<file path="src/rtl/mem_access_sequencer_if.sv">
// rtl/mem_access_sequencer_if.sv - memory request bus between sequencer and memory
interface mem_access_sequencer_if #(
  parameter int unsigned DATA_BYTES = 4
);
  logic                  read_o;
  logic                  write_o;
  logic [DATA_BYTES-1:0] byteenable_o;
  logic                  addr_sel_o;
  logic                  waitrequest_i;

  modport master (
    output read_o,
    output write_o,
    output byteenable_o,
    output addr_sel_o,
    input  waitrequest_i
  );

  modport slave (
    input  read_o,
    input  write_o,
    input  byteenable_o,
    input  addr_sel_o,
    output waitrequest_i
  );
endinterface

</file>
<file path="src/rtl/mem_access_sequencer.sv">
// rtl/mem_access_sequencer.sv - fetch/load/store sequencer with byte lanes, alignment checks and wait timeout
module mem_access_sequencer #(
  parameter int unsigned DATA_BYTES = 4,
  parameter int unsigned OFFSET_W   = $clog2(DATA_BYTES),
  parameter int unsigned WAIT_LIMIT = 15
) (
  input  logic                   clk,
  input  logic                   reset,
  mem_access_sequencer_if.master bus,
  input  logic                   is_load_i,
  input  logic                   is_store_i,
  input  logic [2:0]             access_type_i,
  input  logic [OFFSET_W-1:0]    byte_offset_i,
  input  logic                   reg_write_req_i,
  input  logic                   halt_req_i,
  output logic                   ir_write_en_o,
  output logic                   mdr_write_en_o,
  output logic                   pc_write_en_o,
  output logic                   regfile_write_en_o,
  output logic [2:0]             state_o,
  output logic                   active_o,
  output logic                   fault_o
);

  typedef enum logic [2:0] {
    S_IDLE  = 3'd0,
    S_FETCH = 3'd1,
    S_EXEC1 = 3'd2,
    S_EXEC2 = 3'd3,
    S_HALT  = 3'd4,
    S_FAULT = 3'd5
  } state_t;

  localparam logic [2:0] AT_WORD  = 3'd0;
  localparam logic [2:0] AT_HALF  = 3'd1;
  localparam logic [2:0] AT_BYTE  = 3'd2;
  localparam logic [2:0] AT_LEFT  = 3'd3;
  localparam logic [2:0] AT_RIGHT = 3'd4;

  localparam logic [DATA_BYTES-1:0] ALL_ONES = '1;

  // Counter only needs to reach WAIT_LIMIT; it saturates at its own maximum.
  localparam int unsigned      CNT_W   = (WAIT_LIMIT > 0) ? $clog2(WAIT_LIMIT + 1) : 1;
  localparam logic [CNT_W-1:0] CNT_MAX = '1;

  state_t                state, state_d;
  logic [CNT_W-1:0]      wait_cnt, wait_cnt_inc;
  logic                  timeout;
  logic                  ir_pend, mdr_pend;
  logic [DATA_BYTES-1:0] be_calc;
  logic                  access_ok;
  logic                  req_rd, req_wr, req_sel, held, complete;
  logic [DATA_BYTES-1:0] req_be;

  assign wait_cnt_inc = (wait_cnt == CNT_MAX) ? wait_cnt : wait_cnt + CNT_W'(1);
  assign timeout      = (WAIT_LIMIT > 0) && (32'(wait_cnt_inc) >= WAIT_LIMIT);

  // Byte-lane pattern and alignment legality for the data access.
  // DATA_BYTES is a power of two, so DATA_BYTES-1-o equals the bitwise inverse of o.
  always_comb begin
    be_calc   = '0;
    access_ok = 1'b1;
    case (access_type_i)
      AT_WORD: begin
        be_calc   = ALL_ONES;
        access_ok = (byte_offset_i == '0);
      end
      AT_HALF: begin
        be_calc   = DATA_BYTES'(2'b11) << byte_offset_i;
        access_ok = !byte_offset_i[0];
      end
      AT_BYTE:  be_calc = DATA_BYTES'(1) << byte_offset_i;
      AT_LEFT:  be_calc = ALL_ONES << byte_offset_i;
      AT_RIGHT: be_calc = ALL_ONES >> (~byte_offset_i);
      default:  access_ok = 1'b0;
    endcase
  end

  // Next state, bus request and completion decode for the current state.
  always_comb begin
    state_d  = state;
    req_rd   = 1'b0;
    req_wr   = 1'b0;
    req_sel  = 1'b0;
    req_be   = '0;
    held     = 1'b0;
    complete = 1'b0;
    case (state)
      S_IDLE: state_d = S_FETCH;
      S_FETCH: begin
        req_rd = 1'b1;
        req_be = ALL_ONES;
        if (bus.waitrequest_i) held = 1'b1;
        else                   state_d = S_EXEC1;
      end
      S_EXEC1: begin
        if (is_load_i) begin
          if (!access_ok) begin
            state_d = S_FAULT;
          end else begin
            req_rd  = 1'b1;
            req_sel = 1'b1;
            req_be  = be_calc;
            if (bus.waitrequest_i) held = 1'b1;
            else                   state_d = S_EXEC2;
          end
        end else begin
          state_d = S_EXEC2;
        end
      end
      S_EXEC2: begin
        if (is_store_i && !is_load_i) begin
          if (!access_ok) begin
            state_d = S_FAULT;
          end else begin
            req_wr  = 1'b1;
            req_sel = 1'b1;
            req_be  = be_calc;
            if (bus.waitrequest_i) held = 1'b1;
            else                   complete = 1'b1;
          end
        end else begin
          complete = 1'b1;
        end
        if (complete) state_d = halt_req_i ? S_HALT : S_FETCH;
      end
      default: state_d = state;
    endcase
    // A request stalled for WAIT_LIMIT cycles is abandoned from the next cycle on.
    if (held && timeout) state_d = S_FAULT;
  end

  // State, wait counter and the read-data strobes that trail acceptance by one cycle.
  always_ff @(posedge clk or posedge reset) begin
    if (reset) begin
      state    <= S_IDLE;
      wait_cnt <= '0;
      ir_pend  <= 1'b0;
      mdr_pend <= 1'b0;
    end else begin
      state    <= state_d;
      wait_cnt <= (held && (state_d == state)) ? wait_cnt_inc : '0;
      ir_pend  <= (state == S_FETCH) && (state_d == S_EXEC1);
      mdr_pend <= (state == S_EXEC1) && req_rd && !held;
    end
  end

  assign bus.read_o         = req_rd;
  assign bus.write_o        = req_wr;
  assign bus.addr_sel_o     = req_sel;
  assign bus.byteenable_o   = req_be;
  assign ir_write_en_o      = ir_pend;
  assign mdr_write_en_o     = mdr_pend;
  assign pc_write_en_o      = complete;
  assign regfile_write_en_o = complete && reg_write_req_i;
  assign state_o            = state;
  assign active_o           = (state != S_HALT) && (state != S_FAULT);
  assign fault_o            = (state == S_FAULT);

endmodule

</file>
<file path="src/flat_wrapper.sv">
// flat-port wrapper written by rule: the top's interface ports become plain ports
module mem_access_sequencer_flat 
#(
  parameter int unsigned DATA_BYTES = 4,
  parameter int unsigned OFFSET_W   = $clog2(DATA_BYTES),
  parameter int unsigned WAIT_LIMIT = 15
)
  (clk, reset, is_load_i, is_store_i, access_type_i, byte_offset_i, reg_write_req_i, halt_req_i, ir_write_en_o, mdr_write_en_o, pc_write_en_o, regfile_write_en_o, state_o, active_o, fault_o, bus_read_o, bus_write_o, bus_byteenable_o, bus_addr_sel_o, bus_waitrequest_i);
  mem_access_sequencer_if #(.DATA_BYTES(DATA_BYTES)) bus_i ();
  input  logic clk;
  input  logic reset;
  input  logic is_load_i;
  input  logic is_store_i;
  input  logic [2:0] access_type_i;
  input  logic [OFFSET_W-1:0] byte_offset_i;
  input  logic reg_write_req_i;
  input  logic halt_req_i;
  output logic ir_write_en_o;
  output logic mdr_write_en_o;
  output logic pc_write_en_o;
  output logic regfile_write_en_o;
  output logic [2:0] state_o;
  output logic active_o;
  output logic fault_o;
  output wire logic [$bits(bus_i.read_o)-1:0] bus_read_o;
  output wire logic [$bits(bus_i.write_o)-1:0] bus_write_o;
  output wire logic [$bits(bus_i.byteenable_o)-1:0] bus_byteenable_o;
  output wire logic [$bits(bus_i.addr_sel_o)-1:0] bus_addr_sel_o;
  input wire logic [$bits(bus_i.waitrequest_i)-1:0] bus_waitrequest_i;
  assign bus_read_o = bus_i.read_o;
  assign bus_write_o = bus_i.write_o;
  assign bus_byteenable_o = bus_i.byteenable_o;
  assign bus_addr_sel_o = bus_i.addr_sel_o;
  assign bus_i.waitrequest_i = bus_waitrequest_i;
  mem_access_sequencer #(.DATA_BYTES(DATA_BYTES), .OFFSET_W(OFFSET_W), .WAIT_LIMIT(WAIT_LIMIT)) u_core (.clk(clk), .reset(reset), .bus(bus_i), .is_load_i(is_load_i), .is_store_i(is_store_i), .access_type_i(access_type_i), .byte_offset_i(byte_offset_i), .reg_write_req_i(reg_write_req_i), .halt_req_i(halt_req_i), .ir_write_en_o(ir_write_en_o), .mdr_write_en_o(mdr_write_en_o), .pc_write_en_o(pc_write_en_o), .regfile_write_en_o(regfile_write_en_o), .state_o(state_o), .active_o(active_o), .fault_o(fault_o));
endmodule
</file>
<file path="config.mk">
export PLATFORM = sky130hd
export DESIGN_NAME = mem_access_sequencer_flat
export DESIGN_NICKNAME = d
export VERILOG_FILES = /design/src/rtl/mem_access_sequencer_if.sv /design/src/rtl/mem_access_sequencer.sv /design/src/flat_wrapper.sv
export SDC_FILE = /design/constraint.sdc
export NUM_CORES = 1
export LEC_CHECK = 0
export CAP_MARGIN = 20
export CORE_ASPECT_RATIO = 1.1
export CORE_MARGIN = 2
export CORE_UTILIZATION = 25
export CTS_CLUSTER_SIZE = 12
export DETAILED_ROUTE_END_ITERATION = 8
export GPL_TIMING_DRIVEN = 0
export PLACE_DENSITY_LB_ADDON = 0.1
export SLEW_MARGIN = 25
export SYNTH_ARGS = -nofsm -noshare
export SYNTH_HDL_FRONTEND = slang
export SYNTH_SLANG_ARGS = --single-unit
</file>
<file path="constraint.sdc">
create_clock -name clk -period 2.13 [get_ports clk]
set_input_delay 0.3195 -clock clk [delete_from_list [all_inputs] [get_ports clk]]
set_output_delay 0.3195 -clock clk [all_outputs]
set_load 0.01 [all_outputs]
</file>
## Yosys cells after proc, flatten, opt, wreduce, memory -nomap -nowiden

Cells that the tools add are included.

- Shifts and indexed selects: 4
- Bitwise operators: 1
- $add $sub $neg: 1
- Equal/unequal tests: 13
- Reductions and logical operators: 15
- Muxes and demuxes: 34
- Magnitude comparators: 1

Operators with widths:

| kind | count |
|---|---|
| 3-bit 2-to-1 mux | 9 |
| 4-bit 2-to-1 mux | 5 |
| 4-bit one-hot mux with 5 select lines | 1 |
| 3-bit by 2-bit == test with 1-bit output, second input constant | 5 |
| 1-bit 2-to-1 mux | 13 |
| 3-bit one-hot mux with 4 select lines | 1 |
| 4-bit one-hot mux with 3 select lines | 1 |
| 1-bit logical AND | 8 |
| 3-bit by 1-bit == test with 1-bit output, second input constant | 2 |
| 3-bit == test, second input constant | 2 |
| 3-bit logical NOT | 2 |
| 3-bit inequality test, second input constant | 2 |
| 1-bit one-hot mux with 3 select lines | 2 |
| 4-bit by 1-bit adder with 4-bit output, second input constant | 1 |
| 4-bit == test, second input constant | 1 |
| 4-bit >= comparator, second input constant | 1 |
| 1-bit one-hot mux with 2 select lines | 2 |
| 1-bit by 2-bit left shift with 4-bit output, first input constant | 1 |
| 2-bit by 2-bit left shift with 4-bit output, first input constant | 1 |
| 4-bit by 2-bit left shift with 4-bit output, first input constant | 1 |
| 4-bit by 2-bit >> shifter with 4-bit output, first input constant | 1 |
| 3-bit == test | 1 |
| 1-bit logical NOT | 3 |
| 3-bit OR reduction | 1 |
| other kinds (2) | 2 |

- Register bits after elaboration: 9

## Longest topological paths before layout

- Depth after elaboration: 12
- Depth in mapped cells: 6
- Gate-level depth less buffers: 6

## Worst setup path before layout

No wires, ideal clock.

- Path kind: flip-flop to flip-flop
- From: register u_core.wait_cnt[0]
- To: register u_core.wait_cnt[2]
- Setup time: 80 ps
- Arrival: 1852 ps
- Path slack: 198 ps
- Buffers on the path: 0
- Cell stages (with the launch flop): 7
- Path through: dfrtp_1 -> ha_1 -> xnor2_1 -> o32ai_1 -> or4b_1 -> a211o_1 -> nor3_2

- Longest elaborated chain between the ends: 8

Ends and longest elaborated chain:

| what | RTL line | RTL |
|---|---|---|
| start, declared | mem_access_sequencer.sv:47 | `logic [CNT_W-1:0] wait_cnt, wait_cnt_inc;` |
| start signal, assigned | mem_access_sequencer.sv:142 | `wait_cnt <= (held && (state_d == state)) ? wait_cnt_inc : '0;` |
| 4-bit by 1-bit adder with 4-bit output / 4-bit == test (equally long branches) | mem_access_sequencer.sv:55 | `assign wait_cnt_inc = (wait_cnt == CNT_MAX) ? wait_cnt : wait_cnt + CNT_W'(1);` |
| 4-bit 2-to-1 mux (*) | mem_access_sequencer.sv:55 |  |
| 4-bit >= comparator | mem_access_sequencer.sv:56 | `assign timeout = (WAIT_LIMIT > 0) && (32'(wait_cnt_inc) >= WAIT_LIMIT);` |
| 1-bit logical AND | mem_access_sequencer.sv:130 | `if (held && timeout) state_d = S_FAULT;` |
| 3-bit 2-to-1 mux | mem_access_sequencer.sv:130 |  |
| 3-bit == test | mem_access_sequencer.sv:142 |  |
| 1-bit logical AND | mem_access_sequencer.sv:142 |  |
| 4-bit 2-to-1 mux (*) | mem_access_sequencer.sv:142 |  |

Mark *: on every way between the ends. The rest lies on a longest branch, timed or not.

## Worst setup path after layout

- From: register u_core.state[0], in the netlist u_core.state_o[0]
- To: output bus_addr_sel_o

- Longest elaborated chain between the ends: 2

Ends and longest elaborated chain:

| what | RTL line | RTL |
|---|---|---|
| start, declared | mem_access_sequencer.sv:46 | `state_t state, state_d;` |
| start signal, assigned | mem_access_sequencer.sv:141 | `state <= state_d;` |
| 3-bit by 2-bit == test with 1-bit output | mem_access_sequencer.sv:88 | `case (state)` |
| 1-bit one-hot mux with 2 select lines (*) | mem_access_sequencer.sv:88 |  |
| end, declared | flat_wrapper.sv:28 | `output wire logic [$bits(bus_i.addr_sel_o)-1:0] bus_addr_sel_o;` |

Marks and branches as above.

==> impl_metrics.env <==
export IMPL_antenna_found_initial=0
export IMPL_hpwl_um=1580
export IMPL_timing_fmax_ghz=0.492
export IMPL_numClockSinks=9
export IMPL_crit_chain="or2b_1, a21oi_1, nand4_1, buf_4, buf_4, inv_1, buf_2"
export IMPL_num_rows=21
export IMPL_post_dp_cell_area_um2=1070
export IMPL_initial_utilization_pct=25.8
export IMPL_die_h_um=62.6
export IMPL_fin_crit_sh_pct=95.4
export IMPL_crit_slowest_cell="dfrtp_2"
export IMPL_synth_area_mux_share_pct=1.28
export IMPL_grt_max_degree=11
export IMPL_cp_start_kind="register"
export IMPL_fp_dieW_um=57.2
export IMPL_synth_top_family_by_area="simple AND/OR/NAND/NOR gates"
export IMPL_skew_ps=5.74
export IMPL_cts_hold_buf=0
export IMPL_p_leak_nw=0.494
export IMPL_area_growth_pct=48.3
export IMPL_drtIter0Drc=38
export IMPL_n_fill_cell=328
export IMPL_synthesis_nets=116
export IMPL_final_nets=155
export IMPL_synth_cells=103
export IMPL_grt_pass1_wl_um=3860
export IMPL_crit_top_cell="buf_4"
export IMPL_setup_viol=0
export IMPL_final_cell_mix="11 x clkdlybuf4s50_1, 10 x nor2_1, 9 x buf_4"
export IMPL_io_buffers=25
export IMPL_drive_above_1_share_pct=22.0
export IMPL_irDropWorstVdd_mv=0.355
export IMPL_synth_seq_area_share_pct=28.9
export IMPL_crit_path_end_kind="output pin"
export IMPL_design_area_um2=1160
export IMPL_place_gp_congestion=0.750
export IMPL_synth_async_reset_ratio_pct=100
export IMPL_cts_tree="yes"
export IMPL_synthXorXnorAreaFrac_pct=2.25
export IMPL_whs_ps=311
export IMPL_period_needed_ps=2030
export IMPL_crit_family="buffers and inverters"
export IMPL_maxCapViolCount=0
export IMPL_slowest_delay_ps=440
export IMPL_synth_simple_gate_area_share_pct=32.6
export IMPL_worst_setup_path_type="reg -> out"
export IMPL_overflow=0
export IMPL_clk_pin_slew_worst_paths_ps=70
export IMPL_die_area_um2=3580
export IMPL_synth_compound_area_share_pct=27.8
export IMPL_final_common_cell="clkdlybuf4s50_1"
export IMPL_timing_final_max_slew_violations=0
export IMPL_num_vias=933
export IMPL_wirelength_um=2240
export IMPL_ant_nets=0
export IMPL_cts_max_level=1
export IMPL_numCtsBuffers=3
export IMPL_arrival_ps=1710
export IMPL_synth_edf_count=0
export IMPL_synth_ff_latch_count=9
export IMPL_status="finished, final reports clean"
export IMPL_cts_root_buffer="clkbuf_4"
export IMPL_hold_viol=0
export IMPL_hold_class="in -> async"
export IMPL_synth_main_ff_cell="dfrtp_1"
export IMPL_yosysWarnings=0
export IMPL_dp_cells=162
export IMPL_cp_max_fo=4
export IMPL_clk_latency_ps=260
export IMPL_grt_total_usage_pct=13.4
export IMPL_syn_area_per_cell_um2=7.57
export IMPL_worst_path_buf_inv=4
export IMPL_power_density_nw_per_um2=626
export IMPL_io_pins=28
export IMPL_grt_pass1_vias=861
export IMPL_first_pass_iters=4
export IMPL_finalNonFillerCells=175
export IMPL_required_ps=1810
export IMPL_worst_slew_pin_transition_ps=352
export IMPL_synth_adder_area_share_pct=1.61
export IMPL_n_antenna_cell=0
export IMPL_vias_per_cell=5.33
export IMPL_clk_path_buf_depth=2
export IMPL_syn_area_um2=779
export IMPL_core_area_um2=3020
export IMPL_wl_per_cell_um=12.8
export IMPL_slew_headroom_pct=76.2
export IMPL_ys_types=40
export IMPL_drc_errors=0
[state kept, by name (all words and copies together), names as in the netlist]
| register | cells |
|---|---|
| u_core.state_o | 3 |
| u_core.mdr_write_en_o | 1 |
| u_core.wait_cnt | 4 |
| u_core.ir_write_en_o | 1 |
[per-layer routing]
metal | track usage, % | vias to the layer above | share of wire, %
li1 | - | 461 | -
met3 | 3.11 | 2 | 4.9
met2 | 19.3 | 24 | 46
met4 | 4.94 | 0 | 0.67
met5 | 0 | - | 0
met1 | 19.3 | 446 | 48
[path summary, 6_finish.rpt]
check | start | end | slack [ps] | cells after the start
max | u_core.state_o[0] | bus_addr_sel_o | 100 | 7
min | reset | u_core.wait_cnt[0] | 310 | 2
max reg2reg | u_core.wait_cnt[1] | u_core.wait_cnt[2] | 120 | 6
min reg2reg | u_core.wait_cnt[1] | u_core.wait_cnt[1] | 600 | 2
max in group asynchronous | reset | u_core.state_o[0] | 1550 | 2
min in group clk | bus_waitrequest_i | u_core.mdr_write_en_o | 350 | 2
[cell type report]
type / instances / area, µm² / area share (%)
clock buffer: 3 / 22.5 / 1.95
tap: 34 / 42.5 / 3.68
sequential: 9 / 226 / 19.6
clock inverter: 1 / 5.00 / 0.433
timing repair buffer: 34 / 288 / 24.9
inverter: 8 / 30.0 / 2.60
multi-input combinational: 83 / 524 / 45.3
buffer: 3 / 17.5 / 1.52
[synthesized netlist by cell type, types with 2 or more instances]
cell / n / area share, %
a211oi_1: 2 / 1.9
a21oi_1: 5 / 3.2
a31oi_1: 4 / 3.2
and3_1: 2 / 1.6
dfrtp_1: 9 / 29
inv_1: 8 / 3.9
nand2_1: 8 / 3.9
nand2b_1: 3 / 2.4
nand3_1: 3 / 1.9
nand3b_1: 2 / 1.9
nand4_1: 2 / 1.6
nor2_1: 11 / 5.3
nor2b_1: 4 / 3.2
nor3_1: 4 / 2.6
o21ai_0: 10 / 6.4
xnor2_1: 2 / 2.2
[per-stage QoR]
| step | power, mW | util, % | setup WS [ps] | setup TNS (ps) |
|---|---|---|---|---|
| after detailed placement | 0.526 | 35.5 | -770 | -6480 |
| final | 0.724 | 38.3 | 98.5 | 0 |
| after CTS | 0.708 | 38.0 | 5.60 | 0 |
| after global routing | 0.782 | 38.3 | -6.67 | -10.6 |
| after floorplan | 0.375 | - | 198 | 0 |
| after global placement | 0.531 | 35.5 | -784 | -6580 |
[report_power, final]
group          internal [mW]  switching, mW
Clock                 0.0693         0.0621
Sequential             0.191         0.0335
Combinational          0.201          0.168
[cell families (layout without fill, tap and decap cells)]
family,after synthesis,after routing
adder cells (fa/ha/maj),1,1
buffers and inverters,11,49
AO/OA/AOI/OAI,32,32
multiplexers,1,1
AND/OR/NAND/NOR,47,47
XOR/XNOR,2,2
flip-flops,9,9
[timing repair]
action / in CTS / in global routing
resized for setup: 31 / 14
pin swaps: 3 / 1
setup buffers: 6 / 3
endpoints found under the setup margin: 11 / 9
Power figures use the tool's default switching activity.
